File: config.mk
export PLATFORM = sky130hd
export DESIGN_NAME = bsg_tag_unsync_sender
export DESIGN_NICKNAME = d
export VERILOG_FILES = /design/src/rtl/bsg_tag_unsync_sender.sv
export SDC_FILE = /design/constraint.sdc
export NUM_CORES = 1
export LEC_CHECK = 0
export CAP_MARGIN = 20
export CORE_ASPECT_RATIO = 1.1
export CORE_MARGIN = 3
export CORE_UTILIZATION = 52
export CTS_CLUSTER_SIZE = 30
export DETAILED_ROUTE_END_ITERATION = 10
export HOLD_SLACK_MARGIN = 0.1
export PLACE_DENSITY = 0.86
export SKIP_LAST_GASP = 1
export SLEW_MARGIN = 20
export SYNTH_ARGS = -nofsm -noshare
export SYNTH_HDL_FRONTEND = slang
export SYNTH_SLANG_ARGS = --single-unit
export TNS_END_PERCENT = 5
File: constraint.sdc
create_clock -name clk_i -period 2.4 [get_ports clk_i]
set_input_delay 0.48 -clock clk_i [delete_from_list [all_inputs] [get_ports clk_i]]
set_output_delay 0.48 -clock clk_i [all_outputs]
set_load 0.01 [all_outputs]
File: src/rtl/bsg_tag_unsync_sender.sv
// +--------------------------------------------------------------------------+
// | bsg_tag_unsync_sender: bsg_tag serial transmitter (reset, shift, no-op). |
// | Revision: 1.0                                                            |
// +--------------------------------------------------------------------------+
`default_nettype none

module bsg_tag_unsync_sender #(
  parameter int width_p        = 8,
  parameter int reset_cycles_p = 2,
  parameter int gap_cycles_p   = 2
) (
  input  logic               clk_i,
  input  logic               reset_n_i,
  input  logic               v_i,
  input  logic [width_p-1:0] data_i,
  input  logic               reset_req_i,
  output logic               ready_o,
  output logic               op_o,
  output logic               param_o,
  output logic               done_o
);

  localparam int MAX_WR  = (width_p > reset_cycles_p) ? width_p : reset_cycles_p;
  localparam int MAX_LEN = (MAX_WR > gap_cycles_p) ? MAX_WR : gap_cycles_p;
  localparam int CNT_W   = $clog2(MAX_LEN + 1);

  typedef logic [CNT_W-1:0] cnt_t;

  localparam cnt_t SHIFT_LAST = cnt_t'(width_p - 1);
  localparam cnt_t RESET_LAST = cnt_t'((reset_cycles_p > 0) ? reset_cycles_p - 1 : 0);
  localparam cnt_t GAP_LAST   = cnt_t'(gap_cycles_p - 1);
  localparam logic RESET_EN   = (reset_cycles_p > 0);

  typedef enum logic [1:0] {
    IDLE  = 2'd0,
    RESET = 2'd1,
    SHIFT = 2'd2,
    GAP   = 2'd3
  } state_e;

  state_e             state_q, state_d;
  logic [width_p-1:0] shift_q, shift_d;
  logic               flag_q,  flag_d;
  cnt_t               cnt_q,   cnt_d;

  always_ff @(posedge clk_i or negedge reset_n_i) begin
    if (!reset_n_i) begin
      state_q <= IDLE;
      shift_q <= '0;
      flag_q  <= 1'b0;
      cnt_q   <= '0;
    end else begin
      state_q <= state_d;
      shift_q <= shift_d;
      flag_q  <= flag_d;
      cnt_q   <= cnt_d;
    end
  end

  // Each phase starts its counter at zero and exits on its last index.
  always_comb begin
    state_d = state_q;
    shift_d = shift_q;
    flag_d  = flag_q;
    cnt_d   = cnt_q;
    case (state_q)
      IDLE: begin
        if (v_i) begin
          shift_d = data_i;
          flag_d  = reset_req_i;
          cnt_d   = '0;
          state_d = (reset_req_i && RESET_EN) ? RESET : SHIFT;
        end
      end
      RESET: begin
        if (!flag_q || (cnt_q == RESET_LAST)) begin
          state_d = SHIFT;
          cnt_d   = '0;
        end else begin
          cnt_d = cnt_q + cnt_t'(1);
        end
      end
      SHIFT: begin
        shift_d = shift_q >> 1;
        if (cnt_q == SHIFT_LAST) begin
          state_d = GAP;
          flag_d  = 1'b0;
          cnt_d   = '0;
        end else begin
          cnt_d = cnt_q + cnt_t'(1);
        end
      end
      GAP: begin
        if (cnt_q == GAP_LAST) begin
          state_d = IDLE;
          cnt_d   = '0;
        end else begin
          cnt_d = cnt_q + cnt_t'(1);
        end
      end
      default: begin
        state_d = IDLE;
        cnt_d   = '0;
      end
    endcase
  end

  // Outputs decode flops only, so reset forces a no-op immediately.
  assign ready_o = (state_q == IDLE);
  assign op_o    = (state_q == SHIFT);
  assign param_o = (state_q == RESET) | ((state_q == SHIFT) & shift_q[0]);
  assign done_o  = (state_q == GAP) & (cnt_q == GAP_LAST);

endmodule

`default_nettype wire

==> results of run 1 <==
## logic make-up after synthesis
group                      share of synthesized area, %
and+or+nand+nor                                    15.5
AOI/OAI and AO/OA                                  12.5
adders and majority gates                          9.94
buffers and inverters                              5.54
DFF                                                42.6
muxes                                              13.9
## worst max-delay path, cell delays in order (launching register included)
cell                              delay (ns)
sky130_fd_sc_hd__dfrtp_1                0.42
sky130_fd_sc_hd__inv_1                  0.07
sky130_fd_sc_hd__ha_1                   0.14
sky130_fd_sc_hd__nor3b_4                0.21
sky130_fd_sc_hd__and2_1                 0.14
sky130_fd_sc_hd__clkdlybuf4s50_1        0.53
## sequential cells by signal, summed over array words and instances (netlist names)
register	count
flag_q	1
cnt_q	4
shift_q	8
state_q	2
## layer usage
| metal | up-vias | share of wire (%) | global-route usage, % |
|---|---|---|---|
| li1 | 338 | - | - |
| met1 | 332 | 41 | 20.6 |
| met2 | 17 | 54 | 33.3 |
| met3 | 2 | 3.5 | 3.69 |
| met4 | 0 | 0.68 | 9.27 |
| met5 | - | 0 | 0 |
## placed cells by master (no fill, tap or decap)
master	n
sky130_fd_sc_hd__a2bb2oi_1	1
sky130_fd_sc_hd__nand3_1	1
sky130_fd_sc_hd__nand2_1	14
sky130_fd_sc_hd__nand3b_1	1
sky130_fd_sc_hd__mux2i_1	10
sky130_fd_sc_hd__nor3b_4	1
sky130_fd_sc_hd__nand2b_1	1
sky130_fd_sc_hd__or2_1	1
sky130_fd_sc_hd__a21oi_1	4
sky130_fd_sc_hd__or4_1	1
sky130_fd_sc_hd__ha_1	7
sky130_fd_sc_hd__nor2b_1	1
sky130_fd_sc_hd__o32ai_1	1
sky130_fd_sc_hd__buf_4	2
sky130_fd_sc_hd__and2_1	1
sky130_fd_sc_hd__clkdlybuf4s50_1	15
sky130_fd_sc_hd__clkbuf_4	3
sky130_fd_sc_hd__o21ai_0	10
sky130_fd_sc_hd__nor3_1	2
sky130_fd_sc_hd__and2b_2	1
sky130_fd_sc_hd__inv_1	6
sky130_fd_sc_hd__nor2_1	2
sky130_fd_sc_hd__mux2i_4	1
sky130_fd_sc_hd__clkbuf_1	1
sky130_fd_sc_hd__o31ai_1	2
sky130_fd_sc_hd__dfrtp_1	15
sky130_fd_sc_hd__a21o_1	1
## layout make-up
cell class	instances	area (sq um)
clock buffer	4	26.3
tap	16	20.0
timing repair buffer	17	165
multi-input combinational	64	463
inverter	6	22.5
sequential	15	375
fill	118	399
## how the worst max path moves through the flow
stage | startpoint | endpoint | slack, ns | cells after the start
after global placement | cnt_q[1] | done_o | 0.46 | 5
final | cnt_q[1] | done_o | 0.15 | 5
after floorplan | state_q[0] | param_o | 0.62 | 5
after global routing | cnt_q[1] | done_o | 0.02 | 5
after detailed placement | cnt_q[1] | done_o | 0.44 | 5
after CTS | cnt_q[1] | done_o | 0.12 | 5
## per-stage QoR
step / power, uW / utilization (%) / worst slack (ns) / hold WS (ns) / area, sq um
final: 1340 / 72.9 / 0.146 / 0.492 / 1070
after global routing: 1450 / 72.9 / 0.0156 / 0.531 / 1070
after CTS: 1340 / 72.4 / 0.122 / 0.496 / 1070
after detailed placement: 1180 / 70.7 / 0.440 / 0.476 / 1040
after global placement: 1140 / 70.7 / 0.455 / 0.462 / 1040
after floorplan: 971 / - / 0.621 / 0.184 / 881
## where the power goes
part	total, uW	internal (uW)	leakage [uW]	switching [uW]
Clock	141	64.4	0.0000150	77.1
Sequential	443	364	0.000190	79.5
Combinational	753	363	0.000285	390
==> reports/qor.csv, run 1 <==
metric,value,unit
status,completed,
portion of the post-synthesis area used by sequential elements,42.6,%
cell types occupying the most area after synthesis,"sky130_fd_sc_hd__dfrtp_1 (43%), sky130_fd_sc_hd__mux2i_1 (11%), sky130_fd_sc_hd__ha_1 (9.9%)",
area of the placeable core,1470,sq um
CTS Hold Bufs,0,
total of cells resized after clock tree synthesis,0,
Clock transition at path regs,0.09,ns
total number of yosys warnings,0,
Critical Path Fanout Max,4,
Final Skew,0.00247,ns
endpoint required time on the critical path,1.92,ns
total overflow reported by the global router,0,
launch instance of the worst register-to-register path,state_q[1],
"Primary FF master, synth",sky130_fd_sc_hd__dfrtp_1,
wire length of the first global-routing pass,3.09,mm
Worst Reg2Reg Path Length in Cells,5,
share of final-layout standard cells stronger than drive strength 1,7.55,%
dominant cell by count in the synthesized netlist,sky130_fd_sc_hd__dfrtp_1,
number of antenna violations at the first check in global routing,0,
hpwl dp,1.32,mm
total clock sinks,15,
setup violation total in the final timing report,0,
maximum number of pins on one net before global-route repair,19,
Synth top area share,42.6,%
global router's overall resource usage,18.9,%
worst slew margin relative to its limit,54.8,%
final hold violation count,0,
DR DRC count,0,
Reg2Reg Setup Slack,0.52,ns
total die area,2220,sq um
worst hold path endpoint,shift_q[4],
count of flip-flops with a built-in enable after synthesis,0,
kind of path behind the tightest hold check,flip-flop to flip-flop,
first-iteration detailed-routing DRC count,16,
number of pins exceeding their max-slew limit in the final report,0,
number of instances in the synthesized netlist,89,
total nets after synthesis,108,
number of nets in the final layout,126,
Final min period,2.25,ns
die width,45.2,um
overall via count from detail_route,689,
type of element capturing the critical path,primary output,
final worst-path cycle share,93.9,%
cell count after placement,118,
critical path launch point type,flip-flop,
count of state elements after synthesis,15,
asr flop ratio synth,100,%
Std-Cell Rows,14,
crit path kind,flip-flop to primary output,
Worst R2R End,state_q[0],
latest clock arrival within the worst-skew pair,0.28,ns
n_diodes,0,
cell taking the most area after synthesis,sky130_fd_sc_hd__dfrtp_1,
VDD IR-drop max,714,uV
Layout Area Growth over Synthesis,21.7,%
Die Height,49.2,um
Worst Path Arrival,1.77,ns
cell count of the worst hold path,2,
vias per std cell,5.65,
# IOs,16,
number of max-capacitance violations reported,0,
number of buffers on the longest clock path,2,
TritonCTS clock tree,built,
Post-Syn Area per Cell,9.90,sq um
Least-Margin Pin Slew,0.676,ns
wire length reported by the detailed router,1.76,mm
routed length per placed instance,14.4,um
H-tree depth,1,
Achievable Freq,444,MHz
total CTS buffers,3,
port bufs,15,
power density cells,1250,nW/um^2
final weighted congestion in routability-driven placement,0.830,
Post-CTS Setup Repair Bufs,0,
setup TNS,0,ns
synthesized area,881,sq um
Initial Utilization,59.9,%
post-route antenna net violation count,0,
startpoint of the lowest-slack hold path,shift_q[4],
"top cells by count, synth","sky130_fd_sc_hd__dfrtp_1 (15), sky130_fd_sc_hd__nand2_1 (14), sky130_fd_sc_hd__mux2i_1 (10), sky130_fd_sc_hd__o21ai_0 (10), sky130_fd_sc_hd__ha_1 (7)",
final non-filler cell total,122,
Static Leakage,0.000490,uW
first-pass iteration count of the detailed router,4,
unrepaired setup endpoints after global routing,no,
Root Buffer,sky130_fd_sc_hd__clkbuf_4,
count of different cell masters after synthesis,25,
vias in the first global route,702,
(Power assumes the default switching activity.)
==> inputs of run 2 (changes only) <==
--- a/config.mk
+++ b/config.mk
@@ -9,10 +9,12 @@
 export CORE_ASPECT_RATIO = 1.1
 export CORE_MARGIN = 3
 export CORE_UTILIZATION = 52
+export CTS_BUF_LIST = sky130_fd_sc_hd__clkbuf_4 sky130_fd_sc_hd__clkbuf_8
 export CTS_CLUSTER_SIZE = 30
 export DETAILED_ROUTE_END_ITERATION = 10
 export HOLD_SLACK_MARGIN = 0.1
 export PLACE_DENSITY = 0.86
+export RECOVER_POWER = 25
 export SKIP_LAST_GASP = 1
 export SLEW_MARGIN = 20
 export SYNTH_ARGS = -nofsm -noshare
==> run 2 against run 1 <==
Against the previous run: register-to-register slack about the same; combinational power barely moved; flip-flop and latch count did not move; core utilization grew 0.26 points; final cell count unchanged; global-route usage unchanged; die area stayed put; design area grew 0.35%; first-iteration DRC count stayed put; routed wire length increased by 0.63%; total power up 0.86%; sequential power about the same; critical endpoint unchanged.
==> reports/qor.csv, run 2 (synthesis gave the netlist of run 1 again) <==
metric,value,unit,change
status,completed,,
area of the placeable core,1470,sq um,unchanged
final weighted congestion in routability-driven placement,0.830,,unchanged
first-pass iteration count of the detailed router,4,,unchanged
vias per std cell,5.68,,+0.58%
Layout Area Growth over Synthesis,22.2,%,
total overflow reported by the global router,0,,unchanged
Root Buffer,sky130_fd_sc_hd__clkbuf_4,,
wire length reported by the detailed router,1.77,mm,+0.63%
sw power,547,uW,about the same
DR DRC count,0,,unchanged
n_diodes,0,,unchanged
first-iteration detailed-routing DRC count,16,,unchanged
registers with the most flip-flops,"shift_q: 8 flops, cnt_q: 4 flops, state_q: 2 flops",,
part of the total power dissipated in combinational logic,55.8,%,-0.5 points
Final min period,2.25,ns,+0.000386 ns
GR Util met3,3.69,%,unchanged
Clock transition at path regs,0.09,ns,about the same
crit path kind,flip-flop to primary output,,
maximum number of pins on one net before global-route repair,19,,unchanged
overall via count from detail_route,693,,+0.58%
vias in the first global route,701,,-0.14%
number of pins exceeding their max-slew limit in the final report,0,,unchanged
"most common cell after layout, fill and taps aside",sky130_fd_sc_hd__dfrtp_1,,
Post-Layout Inst Area,1080,sq um,+0.35%
Int Pwr,802,uW,+1.4%
worst slew margin relative to its limit,54.6,%,-0.24 points
worst-path cell with the longest stage delay,sky130_fd_sc_hd__clkdlybuf4s50_1,,
switching share of power,40.5,%,-0.31 points
routed length per placed instance,14.5,um,+0.63%
fill cell total of the finished layout,117,,-0.85%
number of max-capacitance violations reported,0,,unchanged
Least-Margin Pin Slew,0.679,ns,+0.00353 ns
number of nets in the final layout,126,,unchanged
final worst-path cycle share,93.9,%,about the same
Finished Core Util,73.1,%,+0.26 points
VDD IR-drop max,713,uV,-0.15%
critical path launch point type,flip-flop,,
port bufs,15,,unchanged
share of final-layout standard cells stronger than drive strength 1,8.49,%,+0.94 points
proportion of power drawn by the clock network,11.3,%,+0.7 points
number of buffers on the longest clock path,2,,unchanged
CTS Hold Bufs,0,,unchanged
unrepaired setup endpoints after global routing,no,,
highest-utilization routing layer at the global route stage,met2,,
number of flip-flops in the largest register,8,,unchanged
Biggest register,shift_q,,
part of the power in registers,32.9,%,-0.2 points
latest clock arrival within the worst-skew pair,0.27,ns,about the same
wire length of the first global-routing pass,3.10,mm,+0.23%
global routing usage on met1,20.6,%,unchanged
Die Height,49.2,um,unchanged
GRT met2 Usage,33.3,%,unchanged
hpwl dp,1.32,mm,unchanged
Worst Path Arrival,1.77,ns,about the same
final hold violation count,0,,unchanged
die width,45.2,um,unchanged
number of antenna violations at the first check in global routing,0,,unchanged
Std-Cell Rows,14,,unchanged
Initial Utilization,59.9,%,unchanged
Area after DPL,1040,sq um,unchanged
Reg2Reg Setup Slack,0.51,ns,about the same
setup violation total in the final timing report,0,,unchanged
global router's overall resource usage,18.9,%,unchanged
H-tree depth,1,,unchanged
Static Leakage,0.000494,uW,+0.75%
endpoint required time on the critical path,1.92,ns,about the same
total clock sinks,15,,unchanged
total CTS buffers,3,,unchanged
Final WS setup,0.146,ns,-0.000386 ns
# IOs,16,,unchanged
TritonCTS clock tree,built,,
type of element capturing the critical path,primary output,,
post-route antenna net violation count,0,,unchanged
setup TNS,0,ns,unchanged
total die area,2220,sq um,unchanged
kind of path behind the tightest hold check,flip-flop to flip-flop,,
pre-CTS setup slack,0.440,ns,unchanged
largest stage delay on the critical path,0.53,ns,about the same
cell-by-cell listing of the critical path,inv_1 > ha_1 > nor3b_4 > and2_1 > clkdlybuf4s50_1,,
Final Skew,0.000740,ns,-0.00173 ns
Critical Path Fanout Max,4,,unchanged
Achievable Freq,444,MHz,about the same
power density cells,1250,nW/um^2,+0.51%
most used cells in the layout excluding fill and tap cells,"sky130_fd_sc_hd__dfrtp_1 (15), sky130_fd_sc_hd__nand2_1 (14), sky130_fd_sc_hd__clkdlybuf4s50_1 (14)",,
run 2: cell count changes in the layout (fill, tap and decap cells not counted), sizes merged:
cell | before | now
dlygate4sd3 | 0 | 1
clkdlybuf4s50 | 15 | 14
run 2: repair_timing:
item                       CTS  global route
resized for setup            0             1
setup buffers                0             0
setup endpoints to repair    0             1
run 2: path summary, 6_finish.rpt:
check                           cells past startpoint       start         end
worst max-delay path                                5    cnt_q[1]      done_o
worst min-delay path                                2  shift_q[4]  shift_q[4]
worst max register to register                      5  state_q[0]  state_q[0]
worst min register to register                      2  shift_q[4]  shift_q[4]
max in group asynchronous                           1   reset_n_i  shift_q[5]
min in group asynchronous                           1   reset_n_i    cnt_q[3]
run 2: final cells by class:
class	instances	area (sq um)	share of cell area (%)
Inverter	6	22.5	2.09
Sequential cell	15	375	34.9
Timing Repair Buffer	17	165	15.3
Tap cell	16	20.0	1.86
Multi-Input combinational cell	64	463	43.0
Clock buffer	4	30.0	2.79
run 2: worst max-delay path: cells and delay by family (launching register included):
family                   cells  cell delay (ns)
buffers and inverters        2             0.60
adder cells (fa/ha/maj)      1             0.14
flip-flops                   1             0.42
AND/OR/NAND/NOR              2             0.35
run 2: power groups by stage:
stage          logic [uW]  registers (uW)  clock network [uW]
2_1_floorplan         550             421                   0
3_3_place_gp          700             438                   0
3_5_place_dp          732             448                   0
4_1_cts               748             443                 158
5_1_grt               832             457                 170
6_report              753             445                 152
run 2: stage by stage:
stage          hold slack, ns  cells  total power [uW]
6_report                0.492    122              1350
3_3_place_gp            0.462    118              1140
3_5_place_dp            0.476    118              1180
4_1_cts                 0.496    122              1350
2_1_floorplan           0.184     89               971
5_1_grt                 0.532    122              1460
run 2: routing by layer:
layer	routed length, um	up-vias
met4	12	0
met1	749	338
met5	0	-
li1	-	338
met3	59	2
met2	949	15
